File: src/rtl/seg_scan_ctrl.sv
`timescale 1ns/1ps
// -----------------------------------------------------------------------------
// seg_scan_ctrl
// Scan scheduler for the shared 4-digit 7-segment display. Time-multiplexes a
// single seg bus across four anodes, selects which page of watch digits is
// shown, and blinks the digits currently being edited. All scan timing is
// derived internally from clk.
//
// Parameters
//   SCAN_DIV      clk cycles per digit slot (>= 2)
//   BLINK_FRAMES  full frames per blink half-period (>= 1)
//
// Ports
//   clk        in   system clock
//   rst_n      in   asynchronous reset, active-low
//   digits     in   48-bit BCD {hr1,hr0,min1,min0,sec1,sec0,m1,m0,d1,d0,y1,y0}
//   page       in   0=hr:min 1=min:sec 2=month.day 3=year
//   edit_en    in   enable blinking of the digits selected by edit_mask
//   edit_mask  in   per-anode blink select, bit i <-> an[i]
//   an         out  anodes, active-low, an[3] = leftmost digit
//   seg        out  segments, active-low, {g,f,e,d,c,b,a}
//   dp         out  decimal point, active-low
//
// Configuration
//   LEADING_ZERO_BLANK_EN  when defined, page 0 blanks the leftmost digit
//                          while hr1 is zero.
// -----------------------------------------------------------------------------
module seg_scan_ctrl #(
  parameter int SCAN_DIV     = 25000,
  parameter int BLINK_FRAMES = 125
) (
  input  logic        clk,
  input  logic        rst_n,
  input  logic [47:0] digits,
  input  logic [1:0]  page,
  input  logic        edit_en,
  input  logic [3:0]  edit_mask,
  output logic [3:0]  an,
  output logic [6:0]  seg,
  output logic        dp
);

  localparam int PW = (SCAN_DIV > 2) ? $clog2(SCAN_DIV) : 1;
  localparam int FW = (BLINK_FRAMES > 2) ? $clog2(BLINK_FRAMES) : 1;
  localparam logic [PW-1:0] PRESC_MAX = PW'(SCAN_DIV - 1);
  localparam logic [FW-1:0] FRAME_MAX = FW'(BLINK_FRAMES - 1);

  localparam logic [3:0] AN_OFF  = 4'hF;
  localparam logic [6:0] SEG_OFF = 7'h7F;

  // Each slot is split into a one-cycle guard (all anodes off, so the old
  // segment pattern never leaks onto the new anode) followed by the display.
  typedef enum logic {PH_GUARD, PH_SHOW} phase_t;

  phase_t          phase_q, phase_d;
  logic [PW-1:0]   presc_q;
  logic [1:0]      slot_q;
  logic [FW-1:0]   frame_q;
  logic            blink_q;
  logic [1:0]      page_q;
  logic [3:0]      an_q;
  logic [6:0]      seg_q;
  logic            dp_q;

  logic            tick;
  logic            load;
  logic [3:0]      nib_base;
  logic [3:0]      nib_idx;
  logic [5:0]      bit_idx;
  logic [3:0]      digit;
  logic            page_blank;
  logic            lz_blank;
  logic            blink_off;
  logic            an_on;
  logic [3:0]      an_d;
  logic [6:0]      seg_d;
  logic            dp_d;

  function automatic logic [6:0] seg_decode(input logic [3:0] d);
    case (d)
      4'd0:    seg_decode = 7'b1000000;
      4'd1:    seg_decode = 7'b1111001;
      4'd2:    seg_decode = 7'b0100100;
      4'd3:    seg_decode = 7'b0110000;
      4'd4:    seg_decode = 7'b0011001;
      4'd5:    seg_decode = 7'b0010010;
      4'd6:    seg_decode = 7'b0000010;
      4'd7:    seg_decode = 7'b1111000;
      4'd8:    seg_decode = 7'b0000000;
      4'd9:    seg_decode = 7'b0010000;
      default: seg_decode = 7'b0111111;  // non-BCD shows a dash
    endcase
  endfunction

  assign tick = (presc_q == PRESC_MAX);

  // Phase FSM: state register.
  // NOTE: sequential state uses non-blocking assignments so every register
  // samples the pre-edge value of its neighbours regardless of block order.
  always_ff @(posedge clk or negedge rst_n) begin
    if (!rst_n) begin
      phase_q <= PH_GUARD;  // reset behaves like a guard: slot 0 loads next
    end else begin
      phase_q <= phase_d;
    end
  end

  // Phase FSM: next state and load strobe.
  // NOTE: every signal assigned here gets a default first, so no path can
  // leave it unassigned and infer a latch.
  always_comb begin
    phase_d = phase_q;
    load    = 1'b0;
    case (phase_q)
      PH_GUARD: begin
        phase_d = PH_SHOW;
        load    = 1'b1;
      end
      PH_SHOW: begin
        if (tick) phase_d = PH_GUARD;
      end
      default: phase_d = PH_GUARD;
    endcase
  end

  // Scan timing, page latch and blink timing.
  always_ff @(posedge clk or negedge rst_n) begin
    if (!rst_n) begin
      presc_q <= '0;
      slot_q  <= 2'd0;
      frame_q <= '0;
      blink_q <= 1'b0;
      page_q  <= 2'd0;
    end else begin
      presc_q <= tick ? '0 : presc_q + PW'(1);
      if (tick) begin
        slot_q <= slot_q + 2'd1;
        // Page and blink only advance at frame boundaries, so one frame
        // never mixes two pages or two blink phases.
        if (slot_q == 2'd3) begin
          page_q <= page;
          if (frame_q == FRAME_MAX) begin
            frame_q <= '0;
            blink_q <= ~blink_q;
          end else begin
            frame_q <= frame_q + FW'(1);
          end
        end
      end
    end
  end

  // Digit routing: nibble index counted from y0 (0) up to hr1 (11). Each page
  // shows four consecutive nibbles, so the index is a page base plus slot.
  always_comb begin
    nib_base = 4'd0;
    case (page_q)
      2'd0: nib_base = 4'd8;   // hr1 hr0 min1 min0
      2'd1: nib_base = 4'd6;   // min1 min0 sec1 sec0
      2'd2: nib_base = 4'd2;   // m1 m0 d1 d0
      2'd3: nib_base = 4'd0;   // blank blank y1 y0
      default: nib_base = 4'd0;
    endcase
  end

  assign nib_idx = nib_base + {2'b00, slot_q};
  assign bit_idx = {nib_idx, 2'b00};
  assign digit   = digits[bit_idx +: 4];

  assign page_blank = (page_q == 2'd3) && slot_q[1];

`ifdef LEADING_ZERO_BLANK_EN
  assign lz_blank = (page_q == 2'd0) && (slot_q == 2'd3) && (digit == 4'd0);
`else
  assign lz_blank = 1'b0;
`endif

  assign blink_off = edit_en && blink_q && edit_mask[slot_q];
  assign an_on     = !(page_blank || lz_blank || blink_off);

  assign an_d  = an_on ? ~(4'b0001 << slot_q) : AN_OFF;
  assign seg_d = an_on ? seg_decode(digit) : SEG_OFF;
  assign dp_d  = !(an_on && (slot_q == 2'd2) && (page_q != 2'd3));

  // Output registers: blanked on the tick edge (guard cycle), loaded from the
  // new slot on the guard edge, then held for the rest of the slot.
  always_ff @(posedge clk or negedge rst_n) begin
    if (!rst_n) begin
      an_q  <= AN_OFF;
      seg_q <= SEG_OFF;
      dp_q  <= 1'b1;
    end else if (tick) begin
      an_q  <= AN_OFF;
      seg_q <= SEG_OFF;
      dp_q  <= 1'b1;
    end else if (load) begin
      an_q  <= an_d;
      seg_q <= seg_d;
      dp_q  <= dp_d;
    end
  end

  assign an  = an_q;
  assign seg = seg_q;
  assign dp  = dp_q;

endmodule

File: config.mk
export PLATFORM = sky130hd
export DESIGN_NAME = seg_scan_ctrl
export DESIGN_NICKNAME = d
export VERILOG_FILES = /design/src/rtl/seg_scan_ctrl.sv
export SDC_FILE = /design/constraint.sdc
export NUM_CORES = 1
export LEC_CHECK = 0
export ABC_AREA = 1
export BUFFER_PORTS_ARGS = -buffer_cell sky130_fd_sc_hd__buf_4
export CORE_MARGIN = 1
export CORE_UTILIZATION = 58
export CTS_CLUSTER_DIAMETER = 100
export CTS_CLUSTER_SIZE = 30
export DETAILED_ROUTE_END_ITERATION = 10
export GPL_TIMING_DRIVEN = 0
export HOLD_SLACK_MARGIN = 0.06
export PLACE_DENSITY_LB_ADDON = 0.25
export SETUP_SLACK_MARGIN = 0.1
export SKIP_CTS_REPAIR_TIMING = 1
export SLEW_MARGIN = 30
export SYNTH_ARGS = -nofsm -noshare
export SYNTH_HDL_FRONTEND = slang
export SYNTH_SLANG_ARGS = --single-unit
File: constraint.sdc
create_clock -name clk -period 6.1 [get_ports clk]
set_input_delay 0.61 -clock clk [delete_from_list [all_inputs] [get_ports clk]]
set_output_delay 0.61 -clock clk [all_outputs]
set_load 0.02 [all_outputs]
==> metrics, run 1 <==
maxcap violations=0; Cells after DPL=516; DR vias=2772; Leak=1.87 nW; max-slew violations=0; Post-synth EDFFs=0; ratio of cells with drive above 1 in the final layout=27.8%; most common cell after layout, fill and taps aside=nand2_1; fin worst setup slack=3.42 ns; Clock Latency Late Sink=0.30 ns; CP Data Arrival Time=2.90 ns; core box area=4750 sq um; Slew @ Worst Pin=0.708 ns; number of CTS-inserted buffers=5; worst r2r src=page_q[0]; Yosys warnings=0; placed standard-cell area=3480 sq um; pin count of the biggest net entering global routing=41; global-route wire length before repair=10800 um; Routed WL per cell=12.5 um; Root Driver=clkbuf_8; CTS max path bufs=2; CP Capture Type=flip-flop; Avg Inst Size Synth=7.57 sq um; Setup TNS Final=0 ns; # IOs=69; Final Skew=0.00946 ns; critical path peak fanout=8; crit start category=flip-flop; async set-reset flop share out of synthesis=100%; vias per cell=5.29; most frequent cells in the layout=nand2_1 (82), buf_4 (69), inv_1 (49); Gate Count Post-Synth=381; TritonCTS clock tree=done; GR Util All Layers=26.1%; Hold/Removal Path Class=in -> async; final core utilization=75.1%; synthesized area=2880 sq um; vias in the first global route=2540; # clock sinks=40; Layout area overhead=23.7%; Synth Register Bits=40; Pwr Total=0.530 mW; pwr dens=148 nW/um^2; Seq/Total Area, Yosys=35.2%; VDD IR max=0.154 mV; initial antenna violation count=0; fmax=373 MHz; DP HPWL=5050 um; initial DRC count=181; Yosys cell types=37; drt total wl=6540 um; H-tree levels=2; die width=72.5 um; std cell rows=25; critical path required time=6.32 ns; ANT cells=0; final worst-path cycle share=43.9%; GP Congestion=0.928; Fin Hold WS=0.274 ns; Overflow after GRT=0; Setup WS pre-CTS=3.46 ns; Fill cells=375; net count after synthesis=453; Worst Reg-to-Reg Cells=15; Starting Density=60.7%; post-layout instance area=3570 sq um; Worst-path clk slew=0.08 ns; DRC=0; # setup viols final=0; Nets=528; final hold vios=0; Synth Flop Type=dfrtp_1; Post-Layout Cell Count=524; reg2reg end=seg[3]; Final min period=2.68 ns; die span in y=72.5 um; port bufs=68; status=complete, no violations; Detailed Routing Iterations Pass 1=5; crit path kind=reg -> reg; ANT nets after route=0; unrepaired setup endpoints after global routing=false; Slew headroom=52.3%; die area=5260 sq um; FF-to-FF setup slack=3.42 ns
==> worst max path at each step <==
stage	start	endpoint	slack, ns	cells after the start
floorplan	page_q[0]	seg[3]	3.74	15
global placement	page_q[0]	seg[3]	3.55	15
detailed placement	page_q[1]	seg[3]	3.46	15
CTS	page_q[0]	seg[3]	3.46	15
global route	page_q[0]	seg[3]	3.22	15
finish	page_q[0]	seg[3]	3.42	15
==> report_power, final <==
| part | internal, mW | leakage, nW | total [mW] | switching (mW) |
|---|---|---|---|---|
| combinational | 0.0386 | 1.34 | 0.0726 | 0.0340 |
| clock | 0.0923 | 0.0455 | 0.183 | 0.0903 |
| sequential | 0.272 | 0.487 | 0.274 | 0.00237 |
| total | 0.403 | 1.87 | 0.530 | 0.127 |
==> flip-flops by register name, indices dropped and copies added, names as in the netlist <==
register,cells
seg,7
page_q,2
an,4
blink_q,1
dp,1
slot_q,2
frame_q,7
phase_q,1
presc_q,15
==> synth_stat cells (4+ instances only) <==
library cell,n,share of area [%]
nand3_2,4,1.4
nor3_1,7,1.2
a21oi_1,15,2.6
nor2_1,39,5.1
dfrtp_1,28,24
dfstp_2,12,11
inv_1,49,6.4
nand4_1,6,1.3
nor2_4,5,2.0
inv_2,6,0.78
o21ai_0,14,2.4
ha_1,15,6.5
nand2_1,82,11
xor2_1,7,2.1
o21ai_1,10,1.7
nand3_1,45,7.8
==> critical path, stage by stage (launching register included) <==
cell     delay, ns
dfrtp_1       0.37
inv_1         0.07
ha_1          0.30
ha_1          0.19
ha_1          0.43
inv_1         0.14
nand3_1       0.10
nand3_1       0.12
nand2_4       0.15
inv_1         0.06
ha_1          0.30
inv_1         0.06
nand2_1       0.05
nand2_1       0.07
nand2_1       0.05
a21oi_1       0.15
==> cell families after synthesis <==
family          Yosys count  share of synthesized area (%)
flops                    40                           35.2
buf+inv                  63                           10.3
compound gates           48                           9.11
fa+ha+maj                15                           6.51
simple gates            207                           36.1
xor+xnor                  8                           2.69
==> per-layer routing <==
layer  up-vias  global-route usage (%)  share of wire, %
met5         -                       0                 0
met4         0                    8.93               1.7
li1       1381                       -                 -
met1      1272                    30.4                41
met2       105                    48.0                51
met3        14                    4.72               6.3
==> area by class of cell <==
class / count / area (sq um) / area share [%]
Buffer: 7 / 80.1 / 2.24
Clock buffer: 8 / 90.1 / 2.52
Inverter: 56 / 218 / 6.10
Multi-Input combinational cell: 278 / 1570 / 44.0
Sequential cell: 40 / 1020 / 28.5
Tap cell: 67 / 83.8 / 2.35
Timing Repair Buffer: 68 / 510 / 14.3
(Power assumes the default switching activity.)
==> inputs of run 2 (changes only) <==
CORE_UTILIZATION = 54   (was 58)
clock period = 2.6 ns   (was 6.1 ns; I/O delays follow)
==> metrics, run 2 (synthesized netlist as in run 1, its figures left out) <==
number of CTS-inserted buffers=5 (unchanged); post-layout instance area=3690 sq um (+3.3%); GR Util All Layers=24.6% (-1.5 points); critical path peak fanout=10 (+2); Post-Layout Cell Count=533 (+1.7%); TritonCTS clock tree=done; GP Congestion=0.896 (-3.4%); Hold/Removal Path Class=in -> reg; maxcap violations=0 (unchanged); # IOs=69 (unchanged); Detailed Routing Iterations Pass 1=4 (-1); Layout area overhead=27.9%; Sw Pwr=0.297 mW (+130%); die span in y=75.1 um (+3.5%); critical path required time=2.83 ns (-3.49 ns); CP Capture Type=flip-flop; CTS max path bufs=2 (unchanged); CP Data Arrival Time=2.60 ns (-0.30 ns); Overflow after GRT=0 (unchanged); Clock Latency Late Sink=0.30 ns (about the same); ratio of cells with drive above 1 in the final layout=30.0% (+2.2 points); Root Driver=clkbuf_8; Int Power=0.978 mW (+140%); pin count of the biggest net entering global routing=41 (unchanged); # setup viols final=0 (unchanged); status=complete, no violations; core box area=5140 sq um (+8.1%); Leak=1.90 nW (+1.5%); Nets=534 (+1.1%); most common cell after layout, fill and taps aside=nand2_1; final hold vios=0 (unchanged); port bufs=68 (unchanged); std cell rows=26 (+4.0%); max-slew violations=0 (unchanged); most frequent cells in the layout=nand2_1 (82), buf_4 (73), inv_1 (47); cell count of the worst hold path=3; Starting Density=56.1% (-4.5 points); VDD IR max=0.315 mV (+100%); ANT nets after route=0 (unchanged); max reg flops=15 (unchanged); fin worst setup slack=0.231 ns (-3.19 ns); Slew @ Worst Pin=0.617 ns (-0.0920 ns); H-tree levels=2 (unchanged); DRC=0 (unchanged); fmax=422 MHz (+13%); Worst Reg-to-Reg Cells=15 (unchanged); Clk pwr share=35.9% (+1.4 points); vias in the first global route=2515 (-0.98%); Final Skew=0.0129 ns (+0.00348 ns); initial antenna violation count=0 (unchanged); pwr dens=346 nW/um^2 (+130%); combinational power share=13.7% (about the same); die area=5640 sq um (+7.2%); drt total wl=6740 um (+3.2%); Setup TNS Final=0 ns (unchanged); initial DRC count=161 (-11%); # clock sinks=40 (unchanged); Switching Share=23.3% (-0.63 points); crit path kind=reg -> reg; DP HPWL=5050 um (about the same); Setup WS pre-CTS=-0.0416 ns (-3.51 ns); Cells after DPL=519 (+0.58%); Routed WL per cell=12.7 um (+1.5%); DR vias=2781 (+0.32%); Slew headroom=58.5% (+6.2 points); Biggest register=presc_q; crit start category=flip-flop; Worst-path clk slew=0.09 ns (about the same); unrepaired setup endpoints after global routing=false; Fin Hold WS=0.192 ns (-0.0817 ns); ANT cells=0 (unchanged); vias per cell=5.22 (-1.4%); Final min period=2.37 ns (-0.310 ns); global-route wire length before repair=10600 um (-2.2%); final worst-path cycle share=91.1% (+47 points); placed standard-cell area=3480 sq um (+0.11%); sequential group share of total power=50.5% (-1.3 points); die width=75.1 um (+3.5%)
-- run 2: area by class of cell --
class / count / area [sq um]
multi-input combinational: 278 / 1620
fill: 425 / 1450
sequential: 40 / 1020
timing repair buffer: 74 / 558
inverter: 56 / 218
clock buffer: 7 / 97.6
tap: 70 / 87.6
buffer: 7 / 83.8
clock inverter: 1 / 5.00
-- run 2: worst max-delay path, cell delays in order, from the launching register on --
cell,delay (ns)
dfrtp_1,0.38
inv_1,0.13
ha_4,0.22
ha_4,0.29
buf_6,0.14
o21ai_1,0.07
o21ai_1,0.19
nand2_2,0.09
nand2_4,0.10
inv_1,0.06
ha_1,0.30
inv_1,0.06
nand2_1,0.05
nand2_1,0.06
nand2_1,0.05
a21oi_1,0.12
-- run 2: layer usage --
metal / up-vias / global-route usage, % / wire length, um
met4: 0 / 7.97 / 101
met1: 1275 / 27.6 / 2760
met2: 97 / 46.7 / 3480
met5: - / 0 / 0
li1: 1397 / - / -
met3: 12 / 4.42 / 411
-- run 2: final timing paths --
kind | startpoint | endpoint | slack, ns
setup / recovery | page_q[1] | seg[3] | 0.23
hold / removal | page[1] | page_q[1] | 0.19
setup reg to reg | page_q[1] | seg[3] | 0.23
hold reg to reg | phase_q | phase_q | 0.46
max in group asynchronous | rst_n | an[0] | 1.75
min in group asynchronous | rst_n | phase_q | 0.49
-- run 2: power groups by stage --
stage                     logic, mW  registers (mW)  clock network, mW
after floorplan              0.0572           0.666                  0
after global placement        0.169           0.654                  0
after detailed placement      0.170           0.655                  0
after CTS                     0.170           0.644              0.465
after global routing          0.194           0.645              0.490
final                         0.174           0.643              0.458
-- run 2: per-stage QoR --
stage / util, % / power, mW
2_1_floorplan: - / 0.724
3_3_place_gp: 67.7 / 0.823
3_5_place_dp: 67.7 / 0.824
4_1_cts: 69.7 / 1.28
5_1_grt: 71.7 / 1.33
6_report: 71.7 / 1.28
==> inputs of run 3 (changes only) <==
RECOVER_POWER = 100   (was default)
==> metrics, run 3 (synthesized netlist as in run 1, its figures left out) <==
GP Congestion=0.896 (unchanged); critical-path cell list=inv_1, ha_4, ha_4, ha_4, inv_1, nand3_1, nand3_1, nand2_4, inv_1, ha_1, inv_1, nand2_1, nand2_1, nand2_1, a21oi_1; vias per cell=5.22 (about the same); Detailed Routing Iterations Pass 1=4 (unchanged); CP Data Arrival Time=2.64 ns (+0.04 ns); unrepaired setup endpoints after global routing=false; Leak=1.80 nW (-5.3%); TritonCTS clock tree=done; # setup viols final=0 (unchanged); DP HPWL=5050 um (unchanged); Layout area overhead=24.0%; Overflow after GRT=0 (unchanged); critical path peak fanout=7 (-3); ratio of cells with drive above 1 in the final layout=25.1% (-5.0 points); DRC=0 (unchanged); pin count of the biggest net entering global routing=41 (unchanged); pwr dens=354 nW/um^2 (+2.5%); initial antenna violation count=0 (unchanged); CTS max path bufs=2 (unchanged); post-layout instance area=3580 sq um (-3.0%); met1 Use GR=27.6% (unchanged); port bufs=68 (unchanged); H-tree levels=2 (unchanged); Setup TNS Final=0 ns (unchanged); # IOs=69 (unchanged); # clock sinks=40 (unchanged); most frequent cells in the layout=nand2_1 (84), buf_4 (65), inv_1 (48); Most Used Layer, Global Route=met2; Pwr Total=1.27 mW (-0.57%); Final Skew=0.0110 ns (-0.00189 ns); Root Driver=clkbuf_8; Switching Share=23.4% (+0.078 points); die area=5640 sq um (unchanged); crit-path max cell delay=0.38 ns (about the same); final hold vios=0 (unchanged); number of CTS-inserted buffers=5 (unchanged); crit start category=flip-flop; critical path required time=2.83 ns (about the same); global-route wire length before repair=10600 um (unchanged); ANT nets after route=0 (unchanged); Slew headroom=36.6% (-22 points); die width=75.1 um (unchanged); Hold/Removal Path Class=in -> reg; DR vias=2782 (+0.036%); GRT met2 Usage=46.7% (unchanged); Sw Pwr=0.296 mW (-0.24%); status=complete, no violations; Biggest register=presc_q; Crit path top cell by count=inv_1; Nets=534 (unchanged); most common cell after layout, fill and taps aside=nand2_1; max reg flops=15 (unchanged); Slowest-stage cell, CP=dfrtp_1; drt total wl=6770 um (+0.36%); Starting Density=56.1% (unchanged); placed standard-cell area=3480 sq um (unchanged); VDD IR max=0.316 mV (about the same); fmax=415 MHz (-1.6%); max-slew violations=0 (unchanged); ANT cells=0 (unchanged); maxcap violations=0 (unchanged); Clock Latency Late Sink=0.30 ns (about the same); final worst-path cycle share=92.6% (+1.5 points); die span in y=75.1 um (unchanged); Routed WL per cell=12.7 um (+0.36%); Fin Hold WS=0.193 ns (+0.000555 ns); Slew @ Worst Pin=0.950 ns (+0.334 ns); WP buf/inv=4 (unchanged); Int Power=0.972 mW (-0.67%); sequential group share of total power=50.6% (about the same); crit path kind=reg -> reg; core box area=5140 sq um (unchanged); crit-path leading delay family=adder cells; std cell rows=26 (unchanged); Final min period=2.41 ns (+0.0383 ns); GR Util All Layers=24.6% (unchanged); combinational power share=13.3% (-0.4 points); Worst-path clk slew=0.08 ns (about the same); Fill cells=444 (+4.5%); initial DRC count=167 (+3.7%); Clk pwr share=36.1% (+0.2 points); vias in the first global route=2515 (unchanged); CP Capture Type=flip-flop; met3 Usage GRT=4.42% (unchanged)
==> run 3: worst paths after layout <==
check | startpoint | to | slack, ns | depth (start not counted)
setup / recovery | page_q[1] | seg[3] | 0.19 | 15
hold / removal | page[1] | page_q[1] | 0.19 | 3
setup reg to reg | page_q[1] | seg[3] | 0.19 | 15
hold reg to reg | phase_q | phase_q | 0.46 | 1
max in group asynchronous | rst_n | frame_q[3] | 1.35 | 2
min in group asynchronous | rst_n | phase_q | 0.66 | 2
==> run 3: power by group through the flow <==
stage	Sequential, mW	Combinational, mW	Clock [mW]
6_report	0.642	0.169	0.457
5_1_grt	0.643	0.188	0.490
4_1_cts	0.644	0.170	0.465
3_5_place_dp	0.655	0.170	0
3_3_place_gp	0.654	0.169	0
2_1_floorplan	0.666	0.0572	0
==> run 3: metrics by stage <==
step	instances	setup slack, ns	util [%]
after global placement	519	-0.0173	67.7
after detailed placement	519	-0.0416	67.7
final	533	0.193	69.6
after global routing	533	0.0608	69.6
after CTS	527	-0.0490	69.7
after floorplan	381	0.242	-
==> run 3: cell type report <==
cell class	instances	area (sq um)	area share [%]
inverter	56	218	6.09
tap	70	87.6	2.45
sequential	40	1020	28.4
timing repair buffer	74	529	14.8
clock buffer	7	97.6	2.73
buffer	7	82.6	2.31
multi-input combinational	278	1540	43.1
clock inverter	1	5.00	0.140
==> run 3: layer usage <==
layer,vias to the layer above,share of wire (%)
met1,1284,41
met2,89,51
li1,1397,-
met3,12,6.1
met4,0,1.6
met5,-,0
==> run 3: worst reg2reg max path, delay by kind of cell (launching register included) <==
| family | cells | cell delay, ns |
|---|---|---|
| flip-flops | 1 | 0.38 |
| buffers and inverters | 4 | 0.35 |
| adder cells (fa/ha/maj) | 4 | 1.00 |
| AO/OA/AOI/OAI | 1 | 0.12 |
| AND/OR/NAND/NOR | 6 | 0.50 |
